[src/rtl/mem_master.sv]
// Queues client requests in a 2-entry FIFO and runs them one at a time against a start/complete memory port.
// A request takes 4 cycles from acceptance to response when memory completes at once; req_ready drops while the FIFO is full.
module mem_master #(
  parameter int unsigned TIMEOUT = 255
) (
  input  logic        clk,
  input  logic        reset,
  input  logic        req_valid,
  output logic        req_ready,
  input  logic [29:0] req_addr,
  input  logic        req_read,
  input  logic [63:0] req_wdata,
  output logic        rsp_valid,
  output logic [63:0] rsp_data,
  output logic        rsp_read,
  output logic        rsp_error,
  output logic [29:0] mem_addr,
  output logic        mem_readOrWrite,
  output logic        mem_start,
  output logic [63:0] mem_wData,
  input  logic [63:0] mem_rData,
  input  logic        mem_complete,
  output logic        busy
);

  typedef enum logic [1:0] {IDLE, ISSUE, WAIT, RESP} state_t;

  // The last WAIT cycle is the one whose increment would make the counter equal TIMEOUT.
  localparam logic [7:0] WAIT_LAST = 8'(TIMEOUT - 1);

  state_t      state_q, state_d;
  logic [1:0]  count_q, count_d;
  logic        wr_ptr_q, rd_ptr_q;
  logic [29:0] fifo_addr_q  [2];
  logic        fifo_read_q  [2];
  logic [63:0] fifo_wdata_q [2];
  logic [7:0]  wait_cnt_q, wait_cnt_d;
  logic [29:0] mem_addr_q, mem_addr_d;
  logic        mem_rw_q, mem_rw_d;
  logic [63:0] mem_wdata_q, mem_wdata_d;
  logic [63:0] rsp_data_q, rsp_data_d;
  logic        rsp_read_q, rsp_read_d;
  logic        rsp_error_q, rsp_error_d;
  logic        push, pop;

  assign req_ready = (count_q != 2'd2);
  assign push      = req_valid && req_ready;
  assign pop       = (state_q == RESP);

  always_comb begin
    count_d = count_q;
    case ({push, pop})
      2'b10:   count_d = count_q + 2'd1;
      2'b01:   count_d = count_q - 2'd1;
      default: count_d = count_q;
    endcase
  end

  always_comb begin
    state_d     = state_q;
    wait_cnt_d  = wait_cnt_q;
    mem_addr_d  = mem_addr_q;
    mem_rw_d    = mem_rw_q;
    mem_wdata_d = mem_wdata_q;
    rsp_data_d  = rsp_data_q;
    rsp_read_d  = rsp_read_q;
    rsp_error_d = rsp_error_q;
    case (state_q)
      IDLE: begin
        if (count_q != 2'd0) begin
          state_d     = ISSUE;
          mem_addr_d  = fifo_addr_q[rd_ptr_q];
          mem_rw_d    = fifo_read_q[rd_ptr_q];
          mem_wdata_d = fifo_wdata_q[rd_ptr_q];
        end
      end
      ISSUE: begin
        state_d    = WAIT;
        wait_cnt_d = 8'd0;
      end
      WAIT: begin
        // Completion beats timeout when both land in the same cycle.
        if (mem_complete) begin
          state_d     = RESP;
          rsp_data_d  = mem_rw_q ? mem_rData : 64'd0;
          rsp_read_d  = mem_rw_q;
          rsp_error_d = 1'b0;
        end else if (wait_cnt_q == WAIT_LAST) begin
          state_d     = RESP;
          rsp_data_d  = 64'd0;
          rsp_read_d  = mem_rw_q;
          rsp_error_d = 1'b1;
        end else begin
          wait_cnt_d = wait_cnt_q + 8'd1;
        end
      end
      RESP: state_d = IDLE;
      default: state_d = IDLE;
    endcase
  end

  always_ff @(posedge clk) begin
    if (reset) begin
      state_q     <= IDLE;
      count_q     <= 2'd0;
      wr_ptr_q    <= 1'b0;
      rd_ptr_q    <= 1'b0;
      wait_cnt_q  <= 8'd0;
      mem_addr_q  <= 30'd0;
      mem_rw_q    <= 1'b1;
      mem_wdata_q <= 64'd0;
      rsp_data_q  <= 64'd0;
      rsp_read_q  <= 1'b0;
      rsp_error_q <= 1'b0;
    end else begin
      state_q     <= state_d;
      count_q     <= count_d;
      wait_cnt_q  <= wait_cnt_d;
      mem_addr_q  <= mem_addr_d;
      mem_rw_q    <= mem_rw_d;
      mem_wdata_q <= mem_wdata_d;
      rsp_data_q  <= rsp_data_d;
      rsp_read_q  <= rsp_read_d;
      rsp_error_q <= rsp_error_d;
      if (push) wr_ptr_q <= ~wr_ptr_q;
      if (pop)  rd_ptr_q <= ~rd_ptr_q;
    end
  end

  // Storage needs no reset: entries are only read once count says they were written.
  always_ff @(posedge clk) begin
    if (push) begin
      fifo_addr_q[wr_ptr_q]  <= req_addr;
      fifo_read_q[wr_ptr_q]  <= req_read;
      fifo_wdata_q[wr_ptr_q] <= req_wdata;
    end
  end

  assign mem_start       = (state_q == ISSUE);
  assign mem_addr        = mem_addr_q;
  assign mem_readOrWrite = mem_rw_q;
  assign mem_wData       = mem_wdata_q;
  assign rsp_valid       = (state_q == RESP);
  assign rsp_data        = rsp_data_q;
  assign rsp_read        = rsp_read_q;
  assign rsp_error       = rsp_error_q;
  assign busy            = (state_q != IDLE) || (count_q != 2'd0);

endmodule

[config.mk]
export PLATFORM = sky130hd
export DESIGN_NAME = mem_master
export DESIGN_NICKNAME = d
export VERILOG_FILES = /design/src/rtl/mem_master.sv
export SDC_FILE = /design/constraint.sdc
export NUM_CORES = 1
export LEC_CHECK = 0
export BUFFER_PORTS_ARGS = -buffer_cell sky130_fd_sc_hd__clkbuf_2
export CAP_MARGIN = 10
export CORE_MARGIN = 2
export CORE_UTILIZATION = 52
export CTS_CLUSTER_SIZE = 40
export DETAILED_ROUTE_END_ITERATION = 6
export GPL_ROUTABILITY_DRIVEN = 0
export MAX_ROUTING_LAYER = met4
export PLACE_DENSITY = 0.9
export SYNTH_ARGS = -nofsm -noshare
export SYNTH_HDL_FRONTEND = slang
export SYNTH_SLANG_ARGS = --single-unit
[constraint.sdc]
create_clock -name clk -period 6.6 [get_ports clk]
set_input_delay 0.99 -clock clk [delete_from_list [all_inputs] [get_ports clk]]
set_output_delay 0.99 -clock clk [all_outputs]
set_load 0.005 [all_outputs]
---- Word-level counts from Yosys, hierarchy flattened ----
Memory sizes are Yosys's and may differ from the RTL's. A register that Yosys moved wholly into a read port is not among the register bits.
Index checks and enable logic that the tools add are counted.
storage, ports and cells
  bits in read-only memories .............. 0
  bits in registers ....................... 80
  bits in writable memories ............... 190
  memories ................................ 3
  latch bits .............................. 0
  logic and storage cells ................. 56
memories
  name          depth  bits a word  rd ports  clocked after Yosys merged registers in  write ports  RTL line  source
  fifo_wdata_q  2      64           1         1                                        1            36        logic [63:0] fifo_wdata_q [2];
  fifo_addr_q   2      30           1         1                                        1            34        logic [29:0] fifo_addr_q [2];
  fifo_read_q   2      1            1         1                                        1            35        logic fifo_read_q [2];
operators by class
  $mul .................................... 0
  bitwise operators ....................... 2
  add/sub/neg operators ................... 3
  reductions and logical operators ........ 12
  shifts and indexed selects .............. 0
  equality and inequality tests ........... 11
  multiplexer cells ....................... 17
  div/mod/pow operators ................... 0
  $lt $le $gt $ge ......................... 0
operator list
  kind                 number
  $mux 64              3
  $mux 8               2
  $pmux 8 s2           1
  $reduce_bool 2->1    5
  $add 8x1->8 const B  1
  $eq 8x8->1 const B   1
  $ne 2x2->1 const B   4
  $pmux 2 s4           1
  $eq 2x2->1 const B   3
  $mux 1               6
  $mux 2               3
  $reduce_and 2->1     3
  $eq 2x1->1 const B   2
  $pmux 2 s2           1
  $ne 3x3->1 const B   1
  $reduce_and 3->1     1
  $add 2x1->2 const B  1
  $logic_not 2->1      1
  $not 1->1            2
  $sub 2x1->2 const B  1
  $logic_and 1x1->1    1
  $logic_or 1x1->1     1

---- Longest topological paths before layout ----
  depth after elaboration ................. 4
  depth in mapped cells ................... 8

---- Worst setup path before layout ----
No wires, ideal clock.
  path type ............................... input to register
  start ................................... in req_valid
  end ..................................... mem fifo_addr_q[0][0], enable pin
  stages on the path ...................... 2
  setup slack ............................. 1013 ps
  arrival time ............................ 5038 ps
  cell sequence ........................... nand2_1 -> nor2_1
between the ends
  cells in the longest elaborated chain, start to end .. 3
RTL lines
  element                       RTL line  source
  from (decl)                   8         input logic req_valid,
  $logic_and 1x1->1             47        assign push = req_valid && req_ready;
  $mux 1                        132       if (push) begin
  $mux 1 (implied by the code)  133       fifo_addr_q[wr_ptr_q] <= req_addr;
  to (decl)                     34
Every way passes these cells.

---- Worst setup path in the final report ----
  start ................................... reg count_q[0]
  end ..................................... mem fifo_wdata_q[0][11], enable pin
between the ends
  cells in the longest elaborated chain, start to end .. 4
RTL lines
  element                       RTL line  source
  from (decl)                   32        logic [1:0] count_q, count_d;
  from (signal assigned)        117       count_q <= count_d;
  $ne 2x2->1                    46        assign req_ready = (count_q != 2'd2);
  $logic_and 1x1->1             47
  $mux 1                        132
  $mux 1 (implied by the code)  135       fifo_wdata_q[wr_ptr_q] <= req_wdata;
  to (decl)                     36
Every way passes these cells.

==> impl_metrics.tcl <==
set metrics [dict create \
    grt_pass1_wl_mm 44.6 \
    layoutNonFillerInstCount 1528 \
    synth_async_sr_flop_share_pct 0 \
    slew_headroom_pct 22.1 \
    fmax_mhz 362 \
    post-route-drc-count 0 \
    critical-path-max-stage-delay_ns 0.85 \
    finalWorstPathRequiredPeriod_ns 2.76 \
    worstHoldPathType "flop to flop" \
    detail_route.wl_per_cell_um 19.1 \
    die_x_um 160 \
    path_buf_inv 1 \
    track_usage_pct 22.9 \
    placement.cell_area_sq_um 14500 \
    worst-slew-pin-transition_ns 1.17 \
    synth_compound_area_share_pct 11.6 \
    end_kind "flop" \
    clkTransAtPathRegs_ns 0.06 \
    cts_hold_buf 0 \
    start_kind "flop" \
    dpl.hpwl_mm 19.4 \
    io_pins 328 \
    drv_slew 0 \
    synth_area_per_cell_sq_um 14.7 \
    cts_buffer_depth 3 \
    overflow 0 \
    yosysWarnings 0 \
    dpl.cell_count 1457 \
    hold_depth 1 \
    root_buffer "clkbuf_16" \
    wirelength_mm 29.2 \
    outcome "complete, no violations" \
    synth_fp_nets 1029 \
    hp-start "rsp_data[38]$_SDFFE_PP0P_" \
    synth.distinct_cells 41 \
    crit_start "count_q[0]$_SDFFE_PP0P_" \
    syn-instance-count 859 \
    grt_pass1_vias 8340 \
    dr.pass1.iters 5 \
    synthMuxAreaShare_pct 7.60 \
    reg2reg_depth 4 \
    synth_simple_gate_area_share_pct 4.59 \
    powerDensity_nw_per_um2 418 \
    drive_above_1_share_pct 33.3 \
    ant_nets 0 \
    crit_type "flop to flop" \
    irDropWorstVdd_mv 0.329 \
    min_to "rsp_data[38]$_SDFFE_PP0P_" \
    p_leak_uw 0.00606 \
    fin_setup_tns_ns 0 \
    cpMaxStageDelayCell "buf_4" \
    path_max_fanout 70 \
    grt_max_degree 111 \
    synth-edff-count 190 \
    final_common_cell "clkbuf_2" \
    synthesis.area_sq_um 12700 \
    finClkSkew_ns 0.00911 \
    crit_arrival_ns 2.90 \
    numCtsBuffers 37 \
    cts_resized 0 \
    synth_top_family_by_area "compound AO/OA/AOI/OAI gates" \
    area.growth.synth_to_final_pct 23.8 \
    drv_cap 0 \
    r2r_end "fifo_wdata_q[0][11]$_DFFE_PP_" \
    die-height_um 160 \
    clkSinkCount 365 \
    path_cells "nand2b_1 > nand2_1 > nor2_4 > buf_4" \
    core_area_sq_um 24100 \
    viasPerCell 5.46 \
    layout_common_cells "326 x clkbuf_2, 190 x edfxtp_1, 174 x dfxtp_1, 101 x nor2_1, 96 x a211oi_1" \
    die-area_sq_um 25600 \
    postCtsSetupBuffers 0 \
    antenna_found_initial 4 \
    ys.flop_type "edfxtp_1" \
    reg2reg_from "count_q[0]$_SDFFE_PP0P_" \
    final_area_sq_um 15700 \
    nets 1342 \
    yosysSeqAreaShare_pct 72.7 \
    portBuffers 327 \
    synth_adder_area_share_pct 0.692 \
    vias 8348 \
    r2r_slack_ns 3.84 \
    clock_latency_ns 0.51 \
    ys_seq_elements 365 \
    crit_family "simple AND/OR/NAND/NOR gates" \
    period_share_pct 41.8 \
    hold_viol 0 \
    setup_viol 0 \
    finalPower_uw 6550 \
    synth_xor_area_share_pct 0.277 \
    std_cell_rows 57 \
    cts.htree.levels 2 \
    initial_core_util_pct 52.5 \
    rsz0062_at_grt "no" \
    cts_tree "yes" \
    critical_path_required_ns 6.73 \
    drt-initial-drc-count 744 \
]
==> report_power, final <==
part | switching (uW) | internal, uW | total, uW
Clock | 840 | 1150 | 1990
Combinational | 852 | 594 | 1450
Sequential | 247 | 2870 | 3110
==> how the worst max path moves through the flow <==
stage | endpoint | slack, ns | depth (start not counted)
6_report | fifo_wdata_q[0][11]$_DFFE_PP_ | 3.84 | 4
5_1_grt | fifo_wdata_q[0][0]$_DFFE_PP_ | 3.67 | 4
4_1_cts | fifo_wdata_q[0][0]$_DFFE_PP_ | 3.81 | 4
3_5_place_dp | fifo_wdata_q[0][17]$_DFFE_PP_ | 3.37 | 4
3_3_place_gp | fifo_wdata_q[0][60]$_DFFE_PP_ | 3.47 | 4
2_1_floorplan | fifo_addr_q[0][0]$_DFFE_PP_ | 1.01 | 2
==> stage by stage <==
stage / hold WS (ns) / setup WS, ns / utilization [%]
CTS: 0.475 / 3.81 / 65.0
global route: 0.484 / 3.67 / 65.0
floorplan: 0.466 / 1.01 / -
detailed placement: 0.458 / 3.37 / 60.1
finish: 0.472 / 3.84 / 65.0
global placement: 0.455 / 3.47 / 60.1
==> state kept, by name (all words and copies together), names as in the netlist, 8 cells and up <==
register      count
mem_addr         30
fifo_wdata_q    128
rsp_data         64
fifo_addr_q      60
wait_cnt_q        8
mem_wData        64
==> cells by family after synthesis <==
group | after synthesis
and+or+nand+nor | 134
xor gates and xnor gates | 4
AOI/OAI and AO/OA | 189
adders and majority gates | 7
buffers and inverters | 64
muxes | 96
DFF | 365
==> worst reg2reg max path, cell delays in order (launching register included) <==
cell and delay [ns]:
dfxtp_1 0.40, nand2b_1 0.21, nand2_1 0.16, nor2_4 0.65, buf_4 0.86
==> layer usage <==
layer / share of wire [%] / vias to the layer above / wire [um] / GRT usage [%]
li1: - / 3894 / - / -
met1: 36 / 4022 / 10500 / 24.9
met2: 52 / 362 / 15300 / 39.7
met3: 8.1 / 70 / 2360 / 6.34
met4: 3.6 / 0 / 1050 / 9.13
met5: 0 / - / 0 / -
==> area by class of cell <==
cell class	count	area [sq um]
diodes	4	10.0
flip-flops and latches	365	9210
well taps	324	405
fillers	1730	8440
clock buffers	53	1080
multi-input cells	430	3160
inverters	4	15.0
clock inverters	14	103
repair buffers	334	1690
==> synthesized netlist by cell type (2+ instances only) <==
cell | number | share of area [%]
nand3_1 | 4 | 0.16
a21boi_0 | 2 | 0.12
and3_1 | 5 | 0.25
nand4b_1 | 3 | 0.21
nor2b_1 | 2 | 0.099
nand2_1 | 5 | 0.15
nor2_1 | 102 | 3.0
edfxtp_1 | 190 | 45
a22o_1 | 64 | 4.4
xnor2_1 | 2 | 0.14
clkbuf_2 | 2 | 0.079
nand2b_1 | 4 | 0.20
clkbuf_1 | 21 | 0.62
inv_1 | 4 | 0.12
or3_1 | 3 | 0.15
ha_1 | 7 | 0.69
xor2_1 | 2 | 0.14
buf_4 | 5 | 0.30
a21oi_1 | 12 | 0.47
o21ai_0 | 6 | 0.24
buf_2 | 28 | 1.1
buf_6 | 3 | 0.27
mux2i_1 | 95 | 7.5
nand4_1 | 2 | 0.099
a211oi_1 | 96 | 5.7
dfxtp_1 | 175 | 28
No activity file was read; power rests on OpenSTA's default activity.
